**src/rtl/motor_pkg.sv**
```systemverilog
// rtl/motor_pkg.sv - shared state encoding and defaults for the motor direction sequencer
package motor_pkg;

  typedef enum logic [1:0] {
    ST_BRAKED = 2'd0,
    ST_DEAD   = 2'd1,
    ST_RUN    = 2'd2
  } state_e;

  localparam int DEAD_CYCLES_DEFAULT = 1000;
  localparam int CNT_W_DEFAULT       = 16;

endpackage

```
**src/rtl/dead_time_counter.sv**
```systemverilog
// rtl/dead_time_counter.sv - loadable down-counter that saturates at zero
module dead_time_counter #(
  parameter int CNT_W = 16
) (
  input  logic             clk,
  input  logic             reset,
  input  logic             load,
  input  logic [CNT_W-1:0] load_val,
  input  logic             en,
  output logic             zero,
  output logic             first
);

  logic [CNT_W-1:0] count_q, count_d;
  logic             first_q, first_d;

  always_comb begin
    count_d = count_q;
    if (load) begin
      count_d = load_val;
    end else if (en && (count_q != '0)) begin
      count_d = count_q - CNT_W'(1);
    end
  end

  // A zero load is a clear, not the start of a dead-time window.
  assign first_d = load && (load_val != '0);

  always_ff @(posedge clk) begin
    if (reset) begin
      count_q <= '0;
      first_q <= 1'b0;
    end else begin
      count_q <= count_d;
      first_q <= first_d;
    end
  end

  assign zero  = (count_q == '0);
  assign first = first_q;

endmodule

```
**src/rtl/motor_dir_sequencer.sv**
```systemverilog
// rtl/motor_dir_sequencer.sv - command-driven direction/brake sequencer with braked dead-time
module motor_dir_sequencer
  import motor_pkg::*;
#(
  parameter int DEAD_CYCLES = DEAD_CYCLES_DEFAULT,
  parameter int CNT_W       = CNT_W_DEFAULT
) (
  input  logic clk,
  input  logic reset,
  input  logic cmd_valid,
  output logic cmd_ready,
  input  logic cmd_dir,
  input  logic cmd_brake,
  input  logic fault,
  output logic direction,
  output logic brake,
  output logic pwm_gate,
  output logic busy
);

  localparam logic [CNT_W-1:0] DEAD_LOAD = CNT_W'(DEAD_CYCLES - 1);

  state_e state_q, state_d;
  logic   direction_q, direction_d;
  logic   brake_q, brake_d;
  logic   pwm_gate_q, pwm_gate_d;
  logic   pending_dir_q, pending_dir_d;

  logic             cnt_load;
  logic [CNT_W-1:0] cnt_load_val;
  logic             cnt_en;
  logic             cnt_zero;
  logic             cnt_first;
  logic             accept;

  dead_time_counter #(
    .CNT_W (CNT_W)
  ) u_dead_cnt (
    .clk      (clk),
    .reset    (reset),
    .load     (cnt_load),
    .load_val (cnt_load_val),
    .en       (cnt_en),
    .zero     (cnt_zero),
    .first    (cnt_first)
  );

  assign cmd_ready = (state_q != ST_DEAD) && !fault && !reset;
  assign accept    = cmd_valid && cmd_ready;
  assign busy      = (state_q == ST_DEAD);

  always_comb begin
    state_d       = state_q;
    direction_d   = direction_q;
    brake_d       = brake_q;
    pwm_gate_d    = pwm_gate_q;
    pending_dir_d = pending_dir_q;
    cnt_load      = 1'b0;
    cnt_load_val  = '0;
    cnt_en        = 1'b0;

    if (fault) begin
      state_d    = ST_BRAKED;
      brake_d    = 1'b1;
      pwm_gate_d = 1'b0;
      cnt_load   = 1'b1;
    end else begin
      case (state_q)
        ST_BRAKED: begin
          brake_d    = 1'b1;
          pwm_gate_d = 1'b0;
          if (accept && !cmd_brake) begin
            pending_dir_d = cmd_dir;
            cnt_load      = 1'b1;
            cnt_load_val  = DEAD_LOAD;
            state_d       = ST_DEAD;
          end
        end
        ST_DEAD: begin
          cnt_en = 1'b1;
          // Direction moves one edge after brake rose, never alongside it.
          if (cnt_first) begin
            direction_d = pending_dir_q;
          end
          if (cnt_zero) begin
            state_d    = ST_RUN;
            brake_d    = 1'b0;
            pwm_gate_d = 1'b1;
          end
        end
        ST_RUN: begin
          if (accept) begin
            if (cmd_brake) begin
              state_d    = ST_BRAKED;
              brake_d    = 1'b1;
              pwm_gate_d = 1'b0;
            end else if (cmd_dir != direction_q) begin
              pending_dir_d = cmd_dir;
              cnt_load      = 1'b1;
              cnt_load_val  = DEAD_LOAD;
              state_d       = ST_DEAD;
              brake_d       = 1'b1;
              pwm_gate_d    = 1'b0;
            end
          end
        end
        default: begin
          state_d    = ST_BRAKED;
          brake_d    = 1'b1;
          pwm_gate_d = 1'b0;
        end
      endcase
    end
  end

  always_ff @(posedge clk) begin
    if (reset) begin
      state_q       <= ST_BRAKED;
      direction_q   <= 1'b0;
      brake_q       <= 1'b1;
      pwm_gate_q    <= 1'b0;
      pending_dir_q <= 1'b0;
    end else begin
      state_q       <= state_d;
      direction_q   <= direction_d;
      brake_q       <= brake_d;
      pwm_gate_q    <= pwm_gate_d;
      pending_dir_q <= pending_dir_d;
    end
  end

  assign direction = direction_q;
  assign brake     = brake_q;
  assign pwm_gate  = pwm_gate_q;

endmodule

```
**config.mk**
```make
export PLATFORM = sky130hd
export DESIGN_NAME = motor_dir_sequencer
export DESIGN_NICKNAME = d
export VERILOG_FILES = /design/src/rtl/motor_pkg.sv /design/src/rtl/dead_time_counter.sv /design/src/rtl/motor_dir_sequencer.sv
export SDC_FILE = /design/constraint.sdc
export NUM_CORES = 1
export LEC_CHECK = 0
export CORE_ASPECT_RATIO = 1.1
export CORE_MARGIN = 5
export CORE_UTILIZATION = 45
export CTS_BUF_LIST = sky130_fd_sc_hd__clkbuf_16
export DETAILED_ROUTE_END_ITERATION = 16
export GPL_ROUTABILITY_DRIVEN = 0
export PLACE_DENSITY = 0.76
export SYNTH_ARGS = -nofsm -noshare
export SYNTH_HDL_FRONTEND = slang
export SYNTH_SLANG_ARGS = --single-unit
```
**constraint.sdc**
```tcl
create_clock -name clk -period 2 [get_ports clk]
set_input_delay 0.4 -clock clk [delete_from_list [all_inputs] [get_ports clk]]
set_output_delay 0.4 -clock clk [all_outputs]
set_load 0.02 [all_outputs]
```
== After elaboration in Yosys (flattened, before gate mapping) ==
Index checks and enable logic that the tools add are counted.
Word-level totals
  flip-flop bits (word level): 23
Cells by class
  bitwise gates (word level): 1
  muxes and demuxes: 37
  equality and inequality tests: 10
  add/subtract/negate cells: 1
  reduce and logical (&&, ||, !) cells: 20
Operators with widths (number)
  2-to-1 mux 10 bit: 5
  2-to-1 mux 16 bit: 2
  nonzero test 16 bit: 2
  case mux 10 bit (2 select lines): 1
  2-to-1 mux 1 bit: 19
  logical NOT 16 bit: 1
  subtractor 16 x 1 -> 16 bit (second input constant): 1
  2-to-1 mux 2 bit: 5
  inequality test 2 bit (second input constant): 4
  case mux 1 bit (2 select lines): 4
  logical AND 1 bit: 6
  case mux 2 bit (3 select lines): 1
  AND reduction 3 bit: 2
  AND reduction 6 bit: 1
  inequality test 2 x 1 -> 1 bit (second input constant): 2
  AND reduction 4 bit: 1
  nonzero test 2 bit: 2
  logical NOT 1 bit: 3
  inequality test 3 bit (second input constant): 1
  == test 2 x 1 -> 1 bit (second input constant): 1
  == test 2 bit (second input constant): 1
  logical NOT 2 bit: 1
  OR reduction 2 bit: 1
  inequality test 1 bit: 1
  inverter 1 bit: 1

== Depth between registers and ports, before layout ==
Gate-level depths: netlist (run 1).
  word-level depth: 10
  mapped depth: 7
  depth with buffers taken out: 6

== Cells and area by module ==
Synthesis (run 1) repeated with hierarchy kept, for this count alone.
Unflattened totals
  cells, all modules: 162
  area total of the unflattened synthesis: 1388.8 sq um
By module, submodules not included
  dead_time_counter: instances 1, area an instance 1076.0 sq um, cells an instance 122, seq. area each 340.3 sq um
  motor_dir_sequencer: instances 1, area an instance 312.8 sq um, cells an instance 40, seq. area each 120.1 sq um

== Worst setup path after synthesis (run 1) ==
OpenSTA, ideal clock, no wires.
  kind: flip-flop to flip-flop
  start point: reg u_dead_cnt.count_q[0]
  end point: reg u_dead_cnt.count_q[1]
  setup slack: 0.277 ns
  cell stages (with the launch flop): 7
  setup time: 0.149 ns
  data arrival time: 1.574 ns
  path through: dfxtp_1 inv_1 ha_1 nor4b_1 nand4_1 a211oi_1 a221oi_1
Between the ends
  longest elaborated chain between the ends: 3
  elaborated cells between the ends (all ways): 6
Ends and longest elaborated chain
  from (decl): line dead_time_counter.sv:14  | logic [CNT_W-1:0] count_q, count_d;
  from (signal assigned): line dead_time_counter.sv:34  | count_q <= count_d;
  subtractor 16 x 1 -> 16 bit or nonzero test 16 bit (tied branches): line dead_time_counter.sv:22, dead_time_counter.sv:21
  2-to-1 mux 16 bit or logical AND 1 bit (tied branches): line dead_time_counter.sv:21  | end else if (en && (count_q != '0)) begin
  2-to-1 mux 16 bit or nonzero test 2 bit (tied branches)
Several ways; a longest one is shown, not always the timed one. The select of a mux whose other input is x is not followed.
A chain may end at the register's enable or synchronous reset.

== Worst setup path in the final report (run 1) ==
  start point: in fault
  end point: reg pwm_gate_q (netlist: pwm_gate)
Between the ends
  longest elaborated chain between the ends: 6
  elaborated cells between the ends (all ways): 7
Ends and longest elaborated chain
  from (decl): line motor_dir_sequencer.sv:14  | input logic fault,
  logical NOT 1 bit: line motor_dir_sequencer.sv:48  | assign cmd_ready = (state_q != ST_DEAD) && !fault && !reset;
  logical AND 1 bit (2 in series): line motor_dir_sequencer.sv:48
  logical AND 1 bit: line motor_dir_sequencer.sv:49  | assign accept = cmd_valid && cmd_ready;
  inequality test 2 bit (no source line)
  AND reduction 3 bit (no source line)
  to (signal assigned): line motor_dir_sequencer.sv:127  | pwm_gate_q <= pwm_gate_d;
  to (decl): line motor_dir_sequencer.sv:26  | logic pwm_gate_q, pwm_gate_d;
Several ways; a longest one is shown, not always the timed one.

==> results of run 1 <==
## cell families (layout without fill, tap and decap cells)
family / Yosys count / count (layout) / synth area share [%]
AND/OR/NAND/NOR: 58 / 58 / 30.45
AO/OA/AOI/OAI: 42 / 42 / 23.32
flip-flops: 23 / 23 / 37.47
buffers and inverters: 12 / 40 / 4.378
adder cells (fa/ha/maj): 2 / 2 / 2.036
multiplexers: 2 / 2 / 1.629
XOR/XNOR: 1 / 1 / 0.7130
## per-layer routing
layer	global-route usage (%)	up-vias	wire, um	part of all wire, %
met5	0	-	0	0
met4	10.80	0	76	2.5
met3	4.167	6	152	5.0
met2	28.51	33	1461	48
met1	19.56	548	1325	44
li1	-	594	-	-
## stage by stage
| stage | setup TNS [ns] | hold slack, ns | cell area, um^2 |
|---|---|---|---|
| 2_1_floorplan | 0 | 0.4470 | 1229 |
| 3_3_place_gp | -1.526 | 0.4554 | 1479 |
| 3_5_place_dp | -1.897 | 0.4740 | 1479 |
| 4_1_cts | 0 | 0.4823 | 1555 |
| 5_1_grt | -0.03951 | 0.5185 | 1574 |
| 6_report | 0 | 0.4772 | 1574 |
## cell usage in the layout, fill, tap and decap left out, types with 3 or more instances in the layout
| cell type | instances |
|---|---|
| or4_1 | 6 |
| nor2b_1 | 3 |
| or2_2 | 3 |
| a21oi_1 | 14 |
| o31ai_1 | 7 |
| a31oi_1 | 4 |
| nor2_1 | 8 |
| inv_1 | 9 |
| nand2_1 | 8 |
| dfxtp_1 | 23 |
| nand4_1 | 4 |
| clkbuf_16 | 3 |
| o21ai_0 | 3 |
| clkdlybuf4s50_1 | 8 |
| nand3_1 | 3 |
| nor3_1 | 3 |
| buf_4 | 18 |
## power by group through the flow
stage	sequential [mW]	clock, mW	combinational (mW)
floorplan	0.491	0	0.110
global placement	0.491	0	0.174
detailed placement	0.492	0	0.180
CTS	0.482	0.436	0.180
global route	0.485	0.457	0.206
finish	0.484	0.430	0.186
## layout make-up
class / count / share of cell area [%]
Multi-Input combinational cell: 105 / 46.82
Sequential cell: 23 / 29.25
Timing Repair Buffer: 28 / 14.55
Clock buffer: 3 / 4.769
Tap cell: 31 / 2.464
Inverter: 8 / 1.908
Clock inverter: 1 / 0.2385
## what timing repair did
action / CTS / global route
setup endpoints to repair: 2 / 11
setup buffers: 0 / 0
gates resized for setup: 2 / 7
pin swaps: 0 / 0
hold endpoints to repair: 0 / 0
## flip-flops by register name, summed over array words and instances, names as in the netlist
name                count
state_q                 2
pending_dir_q           1
direction               1
pwm_gate                1
u_dead_cnt.count_q     16
brake                   1
u_dead_cnt.first        1
## how the worst min path moves through the flow
stage	start	end	slack, ns	cells past startpoint
finish	pending_dir_q$_SDFFE_PP0P_	pending_dir_q$_SDFFE_PP0P_	0.48	2
global route	u_dead_cnt.count_q[14]$_SDFFE_PP0P_	u_dead_cnt.count_q[14]$_SDFFE_PP0P_	0.52	2
CTS	pending_dir_q$_SDFFE_PP0P_	pending_dir_q$_SDFFE_PP0P_	0.48	2
detailed placement	pending_dir_q$_SDFFE_PP0P_	pending_dir_q$_SDFFE_PP0P_	0.47	2
global placement	pending_dir_q$_SDFFE_PP0P_	pending_dir_q$_SDFFE_PP0P_	0.46	2
floorplan	pending_dir_q$_SDFFE_PP0P_	pending_dir_q$_SDFFE_PP0P_	0.45	2
## critical path: stages
cell and delay (ns):
clkdlybuf4s50_1 0.42, or2_2 0.32, buf_4 0.18, a211o_1 0.29, a22o_1 0.22, a31o_2 0.24
==> results.tsv, run 1 <==
stage	metric	value	unit
placed_design	portBuffers	10	
pwr	p_total	1.100	mW
pwr	switchingPower	0.2783	mW
sta	clock.fmax	519.8	MHz
synth	syn_avg_cell_area	8.776	um^2
synth	yosysWarnings	0	
synth	synthTopCellsByArea	dfxtp_1, a21oi_1, o31ai_1	
critical_path	critPathRequiredTime	2.15	ns
critical_path	setup.worst_path.end	pwm_gate$_SDFFE_PP0P_	
floorplan	ios	11	
final_layout	drive_above_1_share	22.62	%
sta	setup_viol	0	
placed_design	dp_cells	195	
synth	yosysTopAreaCell	dfxtp_1	
clock_tree	cts_made_buffers	3	
synth	synth_edf_count	0	
sta	fin_crit	1.924	ns
critical_path	r2r_start	u_dead_cnt.count_q[1]$_SDFFE_PP0P_	
synth	synth_ff_type	dfxtp_1	
final_layout	nets	177	
min_path	hp-class	flop to flop	
clock_tree	cts_tree	built	
pwr	seqPwrFrac	44.0	%
critical_path	reg2regPathDepth	7	
synth	async_reset_ff_share	0	%
route	drt-wirelength-per-cell	15.16	um
status	status	finished, final reports clean	
grt	grt_start_max_net_pins	13	
floorplan	dieArea	0.003877	mm^2
floorplan	die_h	64.81	um
synth	synthTopCellsByCount	dfxtp_1, a21oi_1, inv_1, nand2_1, nor2_1	
final_layout	multi_input_area	737.0	um^2
sta	tightest_slew	0.3475	ns
synth	syn_inst	140	
placed_design	dp_hpwl	2139	um
pwr	switching_share	25.30	%
critical_path	r2r_setup_slack	0.08	ns
grt	grtUsageTotal	17.29	%
final_layout	final-seq-area	460.4	um^2
grt	grt_pass1_wl	5209	um
final_layout	areaGrowthSynthToFinish	28.11	%
grt	overflow	0	
synth	synth.distinct_cells	46	
critical_path	start_kind	input port	
grt	grt_pass1_vias	1223	
route	first_pass_iters	4	
pwr	comb_power_share	16.9	%
critical_path	critical_path_arrival	2.07	ns
route	drc	0	
final_layout	final_core_util	61.31	%
synth	synth_area	0.001229	mm^2
pwr	power_density	698.8	mW/mm^2
clock_tree	worstSkewPairLatency	0.26	ns
clock_tree	postCtsHoldBufs	0	
synth	ys_ff_latch	23	
clock_tree	clk_pin_slew	0.06	ns
pwr	power_frac_clock	39.1	%
floorplan	die_w	59.82	um
clock_tree	cts-root-buf	clkbuf_16	
sta	min_period_over_period	96.19	%
floorplan	row_count	19	
sta	slew_violations	0	
floorplan	core_area	0.002567	mm^2
route	wirelength	3016	um
flow_run	maxCapViolCount	0	
synth	yosysSeqAreaShare	37.47	%
sta	max-slew-margin-rel	76.53	%
final_layout	fillerInstances	229	
route	vias	1181	
critical_path	crit_path_start	fault	
pwr	p_int	0.8216	mW
clock_tree	clk_path_buf_depth	2	
placed_design	dp_slack	-0.2401	ns
clock_tree	cts_htree_levels	1	
final_layout	fin_cells	199	
critical_path	criticalPathCategory	input port to flop	
route	ant_nets	0	
critical_path	endpoint_kind	flop	
route	drtIter0Drc	38	
critical_path	critPathMaxFanout	12	
grt	antenna_found_initial	0	
synth	synth_most_common_cell	dfxtp_1	
sta	setup_slack	0.07628	ns
critical_path	r2r_end	u_dead_cnt.count_q[7]$_SDFFE_PP0P_	
clock_tree	numClockSinks	23	
pwr	power_leakage	0.5870	nW
synth	synth_nets	148	
route	via_per_inst	5.935	
sta	hold_violations	0	
floorplan	start_util	47.86	%
final_layout	n_antenna_cell	0	
synth	synth_top_area_share	37.47	%
sta	fin_skew	0.003236	ns
pwr	worst_ir_drop_vdd	0.4529	mV
No activity file was read; power rests on OpenSTA's default activity.
==> inputs of run 2 (changes only) <==
Settings changed: CELL_PAD_IN_SITES_DETAIL_PLACEMENT from default to 1, CELL_PAD_IN_SITES_GLOBAL_PLACEMENT from default to 1, CORE_UTILIZATION 45 to 42, PLACE_DENSITY 0.76 to 0.88.
==> results.tsv, run 2 (synthesized netlist as in run 1, its figures left out) <==
stage	metric	value	unit	change
status	status	finished, final reports clean		unchanged
pwr	power_frac_clock	38.2	%	was 39.1%
clock_tree	clk_path_buf_depth	2		unchanged
pwr	comb_power_share	18.4	%	was 16.9%
sta	tightest_slew	0.4097	ns	was 0.3475 ns
critical_path	critPathMaxFanout	4		was 12
route	drtIter0Drc	53		was 38
final_layout	fillerInstances	330		was 229
clock_tree	postCtsHoldBufs	0		unchanged
floorplan	row_count	20		was 19
clock_tree	numClockSinks	23		unchanged
clock_tree	clk_pin_slew	0.06	ns	about the same
sta	max-slew-margin-rel	72.63	%	was 76.53%
critical_path	slowest_delay	0.50	ns	was 0.42 ns
clock_tree	cts-root-buf	clkbuf_16		unchanged
floorplan	dieArea	0.004108	mm^2	was 0.003877 mm^2
floorplan	die_w	61.57	um	was 59.82 um
route	vias	1251		was 1181
sta	clock.fmax	504.6	MHz	was 519.8 MHz
critical_path	cp_common_cell	a211oi_2		
route	first_pass_iters	4		unchanged
min_path	hp-start	pending_dir_q$_SDFFE_PP0P_		unchanged
sta	min_period_over_period	99.09	%	was 96.19%
pwr	worst_ir_drop_vdd	0.3251	mV	was 0.4529 mV
placed_design	place_area	0.001496	mm^2	was 0.001479 mm^2
pwr	switching_share	25.70	%	was 25.30%
sta	hold_violations	0		unchanged
final_layout	fin_cells	203		was 199
final_layout	drive_above_1_share	25.88	%	was 22.62%
clock_tree	cts_tree	built		unchanged
sta	grt_setup_unrepaired	false		
critical_path	crit_path_start	cmd_valid		was fault
critical_path	endpoint_kind	flop		unchanged
critical_path	start_kind	input port		unchanged
final_layout	top_regs	u_dead_cnt.count_q x16, state_q x2		unchanged
grt	grt_pass1_vias	1403		was 1223
critical_path	crit_slowest_cell	or3b_2		was clkdlybuf4s50_1
grt	grt_start_max_net_pins	13		unchanged
placed_design	dp_hpwl	2772	um	was 2139 um
final_layout	areaGrowthSynthToFinish	31.26	%	was 28.11%
final_layout	layout_commonest_cell	dfxtp_1		unchanged
final_layout	nets	179		was 177
critical_path	critPathRequiredTime	2.15	ns	about the same
route	drt-wirelength-per-cell	18.76	um	was 15.16 um
final_layout	final_cell_mix	dfxtp_1, buf_4, a21oi_1		was dfxtp_1, buf_4, a21oi_1, inv_1
grt	grt_pass1_wl	6410	um	was 5209 um
sta	slew_violations	0		unchanged
grt	antenna_found_initial	0		unchanged
sta	setup_viol	0		unchanged
pwr	switchingPower	0.2854	mW	was 0.2783 mW
grt	grtUsageTotal	20.72	%	was 17.29%
critical_path	path_cells	clkdlybuf4s50_1, or3b_2, a211oi_2, a211oi_2, a221oi_1		was clkdlybuf4s50_1, or2_2, buf_4, a211o_1, a22o_1, a31o_2
floorplan	start_util	44.23	%	was 47.86%
route	wirelength	3809	um	was 3016 um
placed_design	dp_cells	199		was 195
sta	fin_setup_tns	0	ns	unchanged
route	met3WireLength	140	um	was 152 um
final_layout	final_core_util	58.06	%	was 61.31%
critical_path	r2r_start	u_dead_cnt.count_q[1]$_SDFFE_PP0P_		unchanged
final_layout	n_antenna_cell	0		unchanged
min_path	hp-class	flop to flop		unchanged
clock_tree	cts_made_buffers	3		unchanged
floorplan	die_h	66.73	um	was 64.81 um
route	via_per_inst	6.163		was 5.935
final_layout	largest_reg_flops	16		unchanged
sta	fin_crit	1.982	ns	was 1.924 ns
floorplan	ios	11		unchanged
route	top_layer	met4		unchanged
pwr	power_density	688.4	mW/mm^2	was 698.8 mW/mm^2
placed_design	portBuffers	10		unchanged
floorplan	core_area	0.002778	mm^2	was 0.002567 mm^2
sta	fin_skew	0.003351	ns	was 0.003236 ns
pwr	p_int	0.8249	mW	was 0.8216 mW
route	drc	0		unchanged
clock_tree	worstSkewPairLatency	0.25	ns	was 0.26 ns
route	wl_met1	1543	um	was 1325 um
route	ant_nets	0		unchanged
final_layout	max_flop_register	u_dead_cnt.count_q		unchanged
flow_run	maxCapViolCount	0		unchanged
pwr	power_leakage	0.6058	nW	was 0.5870 nW
pwr	seqPwrFrac	43.4	%	was 44.0%
route	wl_met2	2040	um	was 1461 um
critical_path	criticalPathCategory	input port to flop		unchanged
critical_path	critical_path_arrival	2.13	ns	was 2.07 ns
clock_tree	post_cts_buffers	0		unchanged
clock_tree	cts_htree_levels	1		unchanged
grt	overflow	0		unchanged
final_layout	fin_area	0.001613	mm^2	was 0.001574 mm^2
[run 2: final timing paths]
kind	endpoint	slack [ns]	cells past startpoint
max	u_dead_cnt.count_q[1]$_SDFFE_PP0P_	0.02	5
min	pending_dir_q$_SDFFE_PP0P_	0.49	2
max reg2reg	u_dead_cnt.count_q[7]$_SDFFE_PP0P_	0.13	7
min reg2reg	pending_dir_q$_SDFFE_PP0P_	0.49	2
[run 2: cell type report]
| cell class | count | area [um^2] | share of cell area (%) |
|---|---|---|---|
| multi-input combinational | 105 | 747.0 | 46.31 |
| sequential | 23 | 460.4 | 28.55 |
| timing repair buffer | 30 | 251.5 | 15.59 |
| clock buffer | 3 | 75.07 | 4.655 |
| tap | 33 | 41.29 | 2.560 |
| inverter | 8 | 33.78 | 2.095 |
| clock inverter | 1 | 3.754 | 0.2327 |
[run 2: power by group through the flow]
stage	clock (mW)	sequential (mW)	combinational, mW
final	0.424	0.481	0.205
after global routing	0.465	0.482	0.221
after CTS	0.436	0.481	0.199
after detailed placement	0	0.491	0.190
after global placement	0	0.490	0.179
after floorplan	0	0.491	0.110
[run 2: timing repair]
| item | CTS | global route |
|---|---|---|
| gates resized for setup | 7 | 7 |
| setup endpoints to repair | 8 | 7 |
| pin swaps | 0 | 1 |
[run 2: worst max-delay path, delay by kind of cell]
kind	cells	cell delay, ns
buffers and inverters	1	0.46
AOI/OAI and AO/OA	3	0.77
and+or+nand+nor	1	0.50
[run 2: per-layer routing]
| layer | vias up | global-route usage (%) |
|---|---|---|
| met5 | - | 0 |
| met3 | 8 | 2.132 |
| met1 | 617 | 21.94 |
| met2 | 23 | 40.05 |
| li1 | 603 | - |
| met4 | 0 | 7.692 |
[run 2: per-stage QoR]
stage,hold slack [ns],setup slack [ns],power [mW]
6_report,0.4905,0.01825,1.110
5_1_grt,0.5296,0.006589,1.169
4_1_cts,0.4987,0.002636,1.116
3_5_place_dp,0.4884,-0.2774,0.6809
3_3_place_gp,0.4560,-0.2099,0.6688
2_1_floorplan,0.4470,0.2768,0.6011
